==> src/rtl/systolic_2x2_drain_if.sv <==
// Result stream from the 2x2 systolic drain toward the LSTM datapath.
// The master drives a word plus its tag fields; the slave returns m_ready.
interface systolic_2x2_drain_if #(
    parameter int acc_width = 16
) ();
    logic                 m_valid;
    logic                 m_ready;
    logic [acc_width-1:0] m_data;
    logic [1:0]           m_idx;
    logic                 m_last;
    logic                 m_buf;

    modport master (
        output m_valid,
        output m_data,
        output m_idx,
        output m_last,
        output m_buf,
        input  m_ready
    );

    modport slave (
        input  m_valid,
        input  m_data,
        input  m_idx,
        input  m_last,
        input  m_buf,
        output m_ready
    );
endinterface

==> src/rtl/systolic_2x2_drain.sv <==
// Snapshots the just-completed 2x2 output buffer on each active_buffer toggle and streams c00..c11.
// Optional saturating drop counter (ovr_count) is enabled by defining SYSTOLIC_DRAIN_OVR_CNT_EN.
module systolic_2x2_drain #(
    parameter int data_width = 8,
    parameter int acc_width  = 2 * data_width
) (
    input  logic                 clk,
    input  logic                 rst,
    input  logic [acc_width-1:0] buf_c00_0,
    input  logic [acc_width-1:0] buf_c01_0,
    input  logic [acc_width-1:0] buf_c10_0,
    input  logic [acc_width-1:0] buf_c11_0,
    input  logic [acc_width-1:0] buf_c00_1,
    input  logic [acc_width-1:0] buf_c01_1,
    input  logic [acc_width-1:0] buf_c10_1,
    input  logic [acc_width-1:0] buf_c11_1,
    input  logic                 active_buffer,
    systolic_2x2_drain_if.master m,
    output logic                 overrun
`ifdef SYSTOLIC_DRAIN_OVR_CNT_EN
    ,
    output logic [7:0]           ovr_count
`endif
);

    typedef enum logic {IDLE = 1'b0, DRAIN = 1'b1} state_t;

    state_t               state_r, state_n;
    logic                 ab_q_r;
    logic [acc_width-1:0] snap_r [4];
    logic [acc_width-1:0] snap_n [4];
    logic [acc_width-1:0] cap_s  [4];
    logic [1:0]           idx_r, idx_n;
    logic                 valid_r, valid_n;
    logic [acc_width-1:0] data_r, data_n;
    logic                 last_r, last_n;
    logic                 buf_r, buf_n;
    logic                 overrun_r, overrun_n;
    logic                 toggle_s, hs_s, capture_s;

    assign toggle_s = (active_buffer != ab_q_r);
    assign hs_s     = valid_r && m.m_ready;

    // The finished buffer is the one the array just left, i.e. ab_q_r.
    assign cap_s[0] = ab_q_r ? buf_c00_1 : buf_c00_0;
    assign cap_s[1] = ab_q_r ? buf_c01_1 : buf_c01_0;
    assign cap_s[2] = ab_q_r ? buf_c10_1 : buf_c10_0;
    assign cap_s[3] = ab_q_r ? buf_c11_1 : buf_c11_0;

    // Next-state and next-output decode for the drain FSM.
    always_comb begin
        state_n   = state_r;
        idx_n     = idx_r;
        valid_n   = valid_r;
        buf_n     = buf_r;
        capture_s = 1'b0;
        overrun_n = 1'b0;
        case (state_r)
            IDLE: begin
                valid_n = 1'b0;
                if (toggle_s) begin
                    capture_s = 1'b1;
                    idx_n     = 2'd0;
                    valid_n   = 1'b1;
                    buf_n     = ab_q_r;
                    state_n   = DRAIN;
                end else begin
                    state_n   = IDLE;
                end
            end
            DRAIN: begin
                if (hs_s && (idx_r == 2'd3)) begin
                    idx_n = 2'd0;
                    if (toggle_s) begin
                        // Back-to-back frame: reload without a bubble.
                        capture_s = 1'b1;
                        buf_n     = ab_q_r;
                        state_n   = DRAIN;
                    end else begin
                        valid_n   = 1'b0;
                        state_n   = IDLE;
                    end
                end else begin
                    overrun_n = toggle_s;
                    if (hs_s) begin
                        idx_n = idx_r + 2'd1;
                    end else begin
                        idx_n = idx_r;
                    end
                end
            end
            default: begin
                valid_n = 1'b0;
                idx_n   = 2'd0;
                state_n = IDLE;
            end
        endcase
    end

    // Snapshot mux and registered word selection.
    always_comb begin
        for (int i = 0; i < 4; i++) begin
            if (capture_s) begin
                snap_n[i] = cap_s[i];
            end else begin
                snap_n[i] = snap_r[i];
            end
        end
        data_n = snap_n[idx_n];
        last_n = valid_n && (idx_n == 2'd3);
    end

    // State, snapshot and output registers.
    always_ff @(posedge clk or posedge rst) begin
        if (rst) begin
            state_r   <= IDLE;
            ab_q_r    <= 1'b0;
            idx_r     <= 2'd0;
            valid_r   <= 1'b0;
            data_r    <= '0;
            last_r    <= 1'b0;
            buf_r     <= 1'b0;
            overrun_r <= 1'b0;
            for (int i = 0; i < 4; i++) begin
                snap_r[i] <= '0;
            end
        end else begin
            state_r   <= state_n;
            ab_q_r    <= active_buffer;
            idx_r     <= idx_n;
            valid_r   <= valid_n;
            data_r    <= data_n;
            last_r    <= last_n;
            buf_r     <= buf_n;
            overrun_r <= overrun_n;
            for (int i = 0; i < 4; i++) begin
                snap_r[i] <= snap_n[i];
            end
        end
    end

    assign m.m_valid = valid_r;
    assign m.m_data  = data_r;
    assign m.m_idx   = idx_r;
    assign m.m_last  = last_r;
    assign m.m_buf   = buf_r;
    assign overrun   = overrun_r;

`ifdef SYSTOLIC_DRAIN_OVR_CNT_EN
    logic [7:0] ovr_count_r;

    // Saturating count of dropped frames.
    always_ff @(posedge clk or posedge rst) begin
        if (rst) begin
            ovr_count_r <= 8'd0;
        end else if (overrun_n && (ovr_count_r != 8'hFF)) begin
            ovr_count_r <= ovr_count_r + 8'd1;
        end else begin
            ovr_count_r <= ovr_count_r;
        end
    end

    assign ovr_count = ovr_count_r;
`endif

endmodule

==> src/flat_wrapper.sv <==
// flat-port wrapper written by rule: the top's interface ports become plain ports
module systolic_2x2_drain_flat 
#(
    parameter int data_width = 8,
    parameter int acc_width  = 2 * data_width
)
  (clk, rst, buf_c00_0, buf_c01_0, buf_c10_0, buf_c11_0, buf_c00_1, buf_c01_1, buf_c10_1, buf_c11_1, active_buffer, overrun, m_m_valid, m_m_data, m_m_idx, m_m_last, m_m_buf, m_m_ready);
  systolic_2x2_drain_if #(.acc_width(acc_width)) m_i ();
  input  logic clk;
  input  logic rst;
  input  logic [acc_width-1:0] buf_c00_0;
  input  logic [acc_width-1:0] buf_c01_0;
  input  logic [acc_width-1:0] buf_c10_0;
  input  logic [acc_width-1:0] buf_c11_0;
  input  logic [acc_width-1:0] buf_c00_1;
  input  logic [acc_width-1:0] buf_c01_1;
  input  logic [acc_width-1:0] buf_c10_1;
  input  logic [acc_width-1:0] buf_c11_1;
  input  logic active_buffer;
  output logic overrun;
  output wire logic [$bits(m_i.m_valid)-1:0] m_m_valid;
  output wire logic [$bits(m_i.m_data)-1:0] m_m_data;
  output wire logic [$bits(m_i.m_idx)-1:0] m_m_idx;
  output wire logic [$bits(m_i.m_last)-1:0] m_m_last;
  output wire logic [$bits(m_i.m_buf)-1:0] m_m_buf;
  input wire logic [$bits(m_i.m_ready)-1:0] m_m_ready;
  assign m_m_valid = m_i.m_valid;
  assign m_m_data = m_i.m_data;
  assign m_m_idx = m_i.m_idx;
  assign m_m_last = m_i.m_last;
  assign m_m_buf = m_i.m_buf;
  assign m_i.m_ready = m_m_ready;
  systolic_2x2_drain #(.data_width(data_width), .acc_width(acc_width)) u_core (.clk(clk), .rst(rst), .buf_c00_0(buf_c00_0), .buf_c01_0(buf_c01_0), .buf_c10_0(buf_c10_0), .buf_c11_0(buf_c11_0), .buf_c00_1(buf_c00_1), .buf_c01_1(buf_c01_1), .buf_c10_1(buf_c10_1), .buf_c11_1(buf_c11_1), .active_buffer(active_buffer), .m(m_i), .overrun(overrun));
endmodule
==> config.mk <==
export PLATFORM = sky130hd
export DESIGN_NAME = systolic_2x2_drain_flat
export DESIGN_NICKNAME = d
export VERILOG_FILES = /design/src/rtl/systolic_2x2_drain_if.sv /design/src/rtl/systolic_2x2_drain.sv /design/src/flat_wrapper.sv
export SDC_FILE = /design/constraint.sdc
export NUM_CORES = 1
export LEC_CHECK = 0
export ABC_CLOCK_PERIOD_IN_PS = 4040
export CORE_AREA = 2 2 103 105
export CTS_CLUSTER_DIAMETER = 200
export DETAILED_ROUTE_END_ITERATION = 8
export DIE_AREA = 0 0 105 107
export PLACE_DENSITY = 0.86
export SLEW_MARGIN = 20
export SYNTH_ARGS = -nofsm -noshare
export SYNTH_HDL_FRONTEND = slang
export SYNTH_SLANG_ARGS = --single-unit
==> constraint.sdc <==
create_clock -name clk -period 4.04 [get_ports clk]
set_clock_uncertainty 0.2 [all_clocks]
set_input_delay 0.606 -clock clk [delete_from_list [all_inputs] [get_ports clk]]
set_output_delay 0.606 -clock clk [all_outputs]
set_load 0.1 [all_outputs]
Word-level counts from Yosys, hierarchy flattened

Cells that the tools add are included.

Word-level logic and storage cells: 51
Flip-flop bits (word level): 88
Output and inout bits: 22

$lt $le $gt $ge: 1
Bitwise gates (word level): 2
Reductions and logical operators: 3
$add $sub $neg: 1
Eq/ne operators: 4
Multiplexer cells: 28

Operator list:

| cell                                                          | number |
|---|---|
| 16-bit 2-to-1 mux                                             | 10 |
| 16-bit binary-select mux with 2-bit select                    | 1 |
| 1-bit 2-to-1 mux                                              | 9 |
| 1-bit case mux with 2 select lines                            | 4 |
| 2-bit 2-to-1 mux                                              | 3 |
| 2-bit == test, second input constant                          | 2 |
| 2-bit case mux with 2 select lines                            | 1 |
| 3-bit >= comparator, second input constant                    | 1 |
| 1-bit logical AND                                             | 3 |
| 2-bit inverter with 3-bit output                              | 1 |
| 2-bit by 1-bit adder with 2-bit output, second input constant | 1 |
| 2-bit != test, second input constant                          | 1 |
| 1-bit != test                                                 | 1 |
| 1-bit inverter                                                | 1 |

Longest topological paths before layout

Depth in word-level cells: 8
Depth in mapped cells: 6
Mapped depth without buffers: 5

Least setup slack after synthesis

Ideal clock, no wire load.

Path kind: reg2reg
Start point: register u_core.idx_r[0] (netlist: u_core.m.m_idx[0])
End point: register u_core.data_r[0] (netlist: u_core.m.m_data[0])
Clock period less this slack: 3125 ps
Cell stages (with the launch flop): 7
Arrival time: 2787 ps
Setup time: 138 ps
Setup slack: 915 ps
Data required time: 3702 ps
Cells stage by stage: dfrtp_1 -> ha_1 -> nand3_1 -> a21oi_4 -> buf_6 -> mux2_4 -> mux4_2

RTL lines:

| item                     | RTL line                  | source |
|---|---|---|
| start: declaration       | systolic_2x2_drain.sv:33  | `logic [1:0] idx_r, idx_n;` |
| start signal: assignment | systolic_2x2_drain.sv:130 | `idx_r <= idx_n;` |
| end signal: assignment   | systolic_2x2_drain.sv:132 | `data_r <= data_n;` |
| end: declaration         | systolic_2x2_drain.sv:35  | `logic [acc_width-1:0] data_r, data_n;` |

==> flow_summary.yaml <==
sta:
  setup_viol: 0
  max_slew_margin_pct: 32.1
  setup_tns_ns: 0
  finalCritPeriodShare_pct: 68.6
  hold_viol: 0
  max_freq_mhz: 361
  hold_ws_ns: 0.296
  fin_ws_ns: 1.27
  worst_pin_slew_ns: 1.01
  finalMaxSlewViolations: 0
  rsz0062_at_grt: "no"
  min_period_ns: 2.77
routing:
  drtPass1Iterations: 4
  vias_per_cell: 4.98
  drt-initial-drc-count: 73
  ant_nets: 0
  drc_errors: 0
  via_count: 2819
  wl_per_cell_um: 17.0
  totalWireLength_um: 9640
hold_path:
  min_to: "u_core.snap_r[52]"
  hold_depth: 1
  hold_path.class: "flop to flop"
  min-delay-start: "u_core.snap_r[52]"
worst_setup_path:
  r2r.worst_path.cells: 6
  critPathKind: "primary input to flop"
  cp_data_required_time_ns: 4.06
  cp.arrival_ns: 2.79
  cp-start-kind: "primary input"
  timing.rr.end: "u_core.m.m_data[2]"
  cp_max_fo: 64
  reg2reg_from: "u_core.m.m_idx[0]"
  cp_cell_sequence: "clkdlybuf4s50_1, xnor2_2, a21oi_4, buf_12, mux2_2, mux4_2"
  end_kind: "flop"
  critPathMaxStageDelay_ns: 0.49
  r2r_slack_ns: 1.37
  cp_slowest_cell: "clkdlybuf4s50_1"
power:
  pwr-share-clk_pct: 13.3
  p_int_uw: 2750
  swShare_pct: 39.3
  p_leak_uw: 0.00263
  pwr-share-comb_pct: 54.7
  power_uw: 4540
  p_seq_share_pct: 32.0
  peakVddDrop_mv: 0.296
  powerDensity_mw_per_mm2: 712
  p_sw_uw: 1790
logic_synthesis:
  yosys.cell_count.top_type: "dfrtp_1"
  ys_seq_elements: 88
  synthArstFlopShare_pct: 100
  yosys.cell_types.count: 27
  yosysWarnings: 0
  ys.flop_type: "dfrtp_1"
  syn_area_per_cell_um2: 16.7
  synth_nets: 405
  synth-seq-area-share_pct: 48.4
  synthCells: 272
  synth_edf_count: 0
  synth_commonest_cells: "dfrtp_1, mux2_2, mux2_4"
  yosys.area.top_type: "dfrtp_1"
  yosys-top-cells-area: "dfrtp_1, mux2_4, mux2_2"
  synth_top_area_share_pct: 48.4
  netlist_area_mm2: 0.00455
run_status:
  status: "complete, no violations"
global_route:
  grt_pass1_vias: 3135
  grt_first_pass_wirelength_um: 15900
  grt-ovfl-total: 0
  grt_max_degree: 66
  grt_util_all_layers_pct: 18.2
  antenna_found_initial: 0
finish:
  seq_area_mm2: 0.00220
  diodes: 0
  multiInputGateArea_mm2: 0.00221
  final_net_count: 558
  drive_gt1_share_pct: 39.8
  fillers: 801
  syn_to_final_growth_pct: 39.9
floorplanning:
  core_area_mm2: 0.0101
  die_w_um: 105
  rows: 37
  die_h_um: 107
  die_area_mm2: 0.0112
  ioPinCount: 154
  initial_core_util_pct: 45.1
clocking:
  clk_latency_ns: 0.35
  postCtsSetupBuffers: 0
  tritoncts: "done"
  clkTransAtPathRegs_ns: 0.08
  cts.sinks: 88
  clk_path_buf_depth: 2
  numCtsBuffers: 9
  cts_resized: 0
  postCtsHoldBufs: 0
  htreeDepth: 3
  root_buffer: "clkbuf_8"
placement:
  portBuffers: 153
  pre_cts_ws_ns: 0.903
  hpwl_um: 6840
  gp_congestion: 0.815
run:
  drv_cap: 0
-- flip-flops by register name, indices dropped and copies added, names as in the netlist --
signal	count
u_core.m.m_idx	2
u_core.m.m_last	1
u_core.m.m_buf	1
u_core.ab_q_r	1
u_core.overrun	1
u_core.m.m_data	16
u_core.snap_r	64
u_core.m.m_valid	1
u_core.state_r	1
-- worst max-delay path by stage --
stage                              end  depth (start not counted)              start
finish              u_core.m.m_data[2]                          6      active_buffer
global route        u_core.m.m_data[2]                          6      active_buffer
CTS                         m_m_idx[0]                          1  u_core.m.m_idx[0]
detailed placement  u_core.m.m_data[1]                          6      active_buffer
global placement    u_core.m.m_data[1]                          6      active_buffer
floorplan           u_core.m.m_data[0]                          6  u_core.m.m_idx[0]
-- stage by stage --
step	cells	util (%)	instance area, µm²
2_1_floorplan	272	-	4550
3_3_place_gp	550	61.1	6160
3_5_place_dp	550	61.1	6160
4_1_cts	566	63.0	6360
5_1_grt	566	63.1	6370
6_report	566	63.1	6370
-- metal layers --
layer  global-route usage, %  share of wire, %
met1                    23.5                42
met2                    30.0                51
met3                    4.38               5.5
met4                    6.38               1.5
met5                       0                 0
-- power by group through the flow --
stage | logic, µW | clock network (µW) | registers (µW)
CTS | 2500 | 625 | 1460
global placement | 2410 | 0 | 1450
floorplan | 1220 | 0 | 2170
global route | 2610 | 662 | 1490
finish | 2480 | 604 | 1450
detailed placement | 2490 | 0 | 1470
-- critical path, delay by kind of cell --
| kind | cells | cell delay, ns |
|---|---|---|
| buffers and inverters | 2 | 0.91 |
| muxes | 2 | 0.86 |
| xor gates and xnor gates | 1 | 0.24 |
| AOI/OAI and AO/OA | 1 | 0.16 |
-- kinds of logic after synthesis --
family                     share of synthesized area (%)
xor gates and xnor gates                           0.357
and+or+nand+nor                                     1.26
muxes                                               45.2
AOI/OAI and AO/OA                                   1.26
DFF                                                 48.4
adders and majority gates                          0.275
buffers and inverters                               3.27
-- cell type report --
class | instances | share of cell area (%)
clock inverter | 4 | 0.845
tap | 136 | 2.67
sequential | 88 | 34.6
multi-input combinational | 167 | 34.7
timing repair buffer | 158 | 24.8
inverter | 1 | 0.0786
clock buffer | 12 | 2.28
-- layout by cell type, fill, tap and decap left out, drive strengths merged, types with 2 or more instances in the layout --
master / instances
clkdlybuf4s50: 153
mux2: 128
dfrtp: 88
mux4: 16
clkbuf: 12
nand2: 5
buf: 5
a21oi: 3
nand3: 2
nor2: 2
clkinvlp: 2
o21ai: 2
mux2i: 2
clkinv: 2
Power figures use the tool's default switching activity.
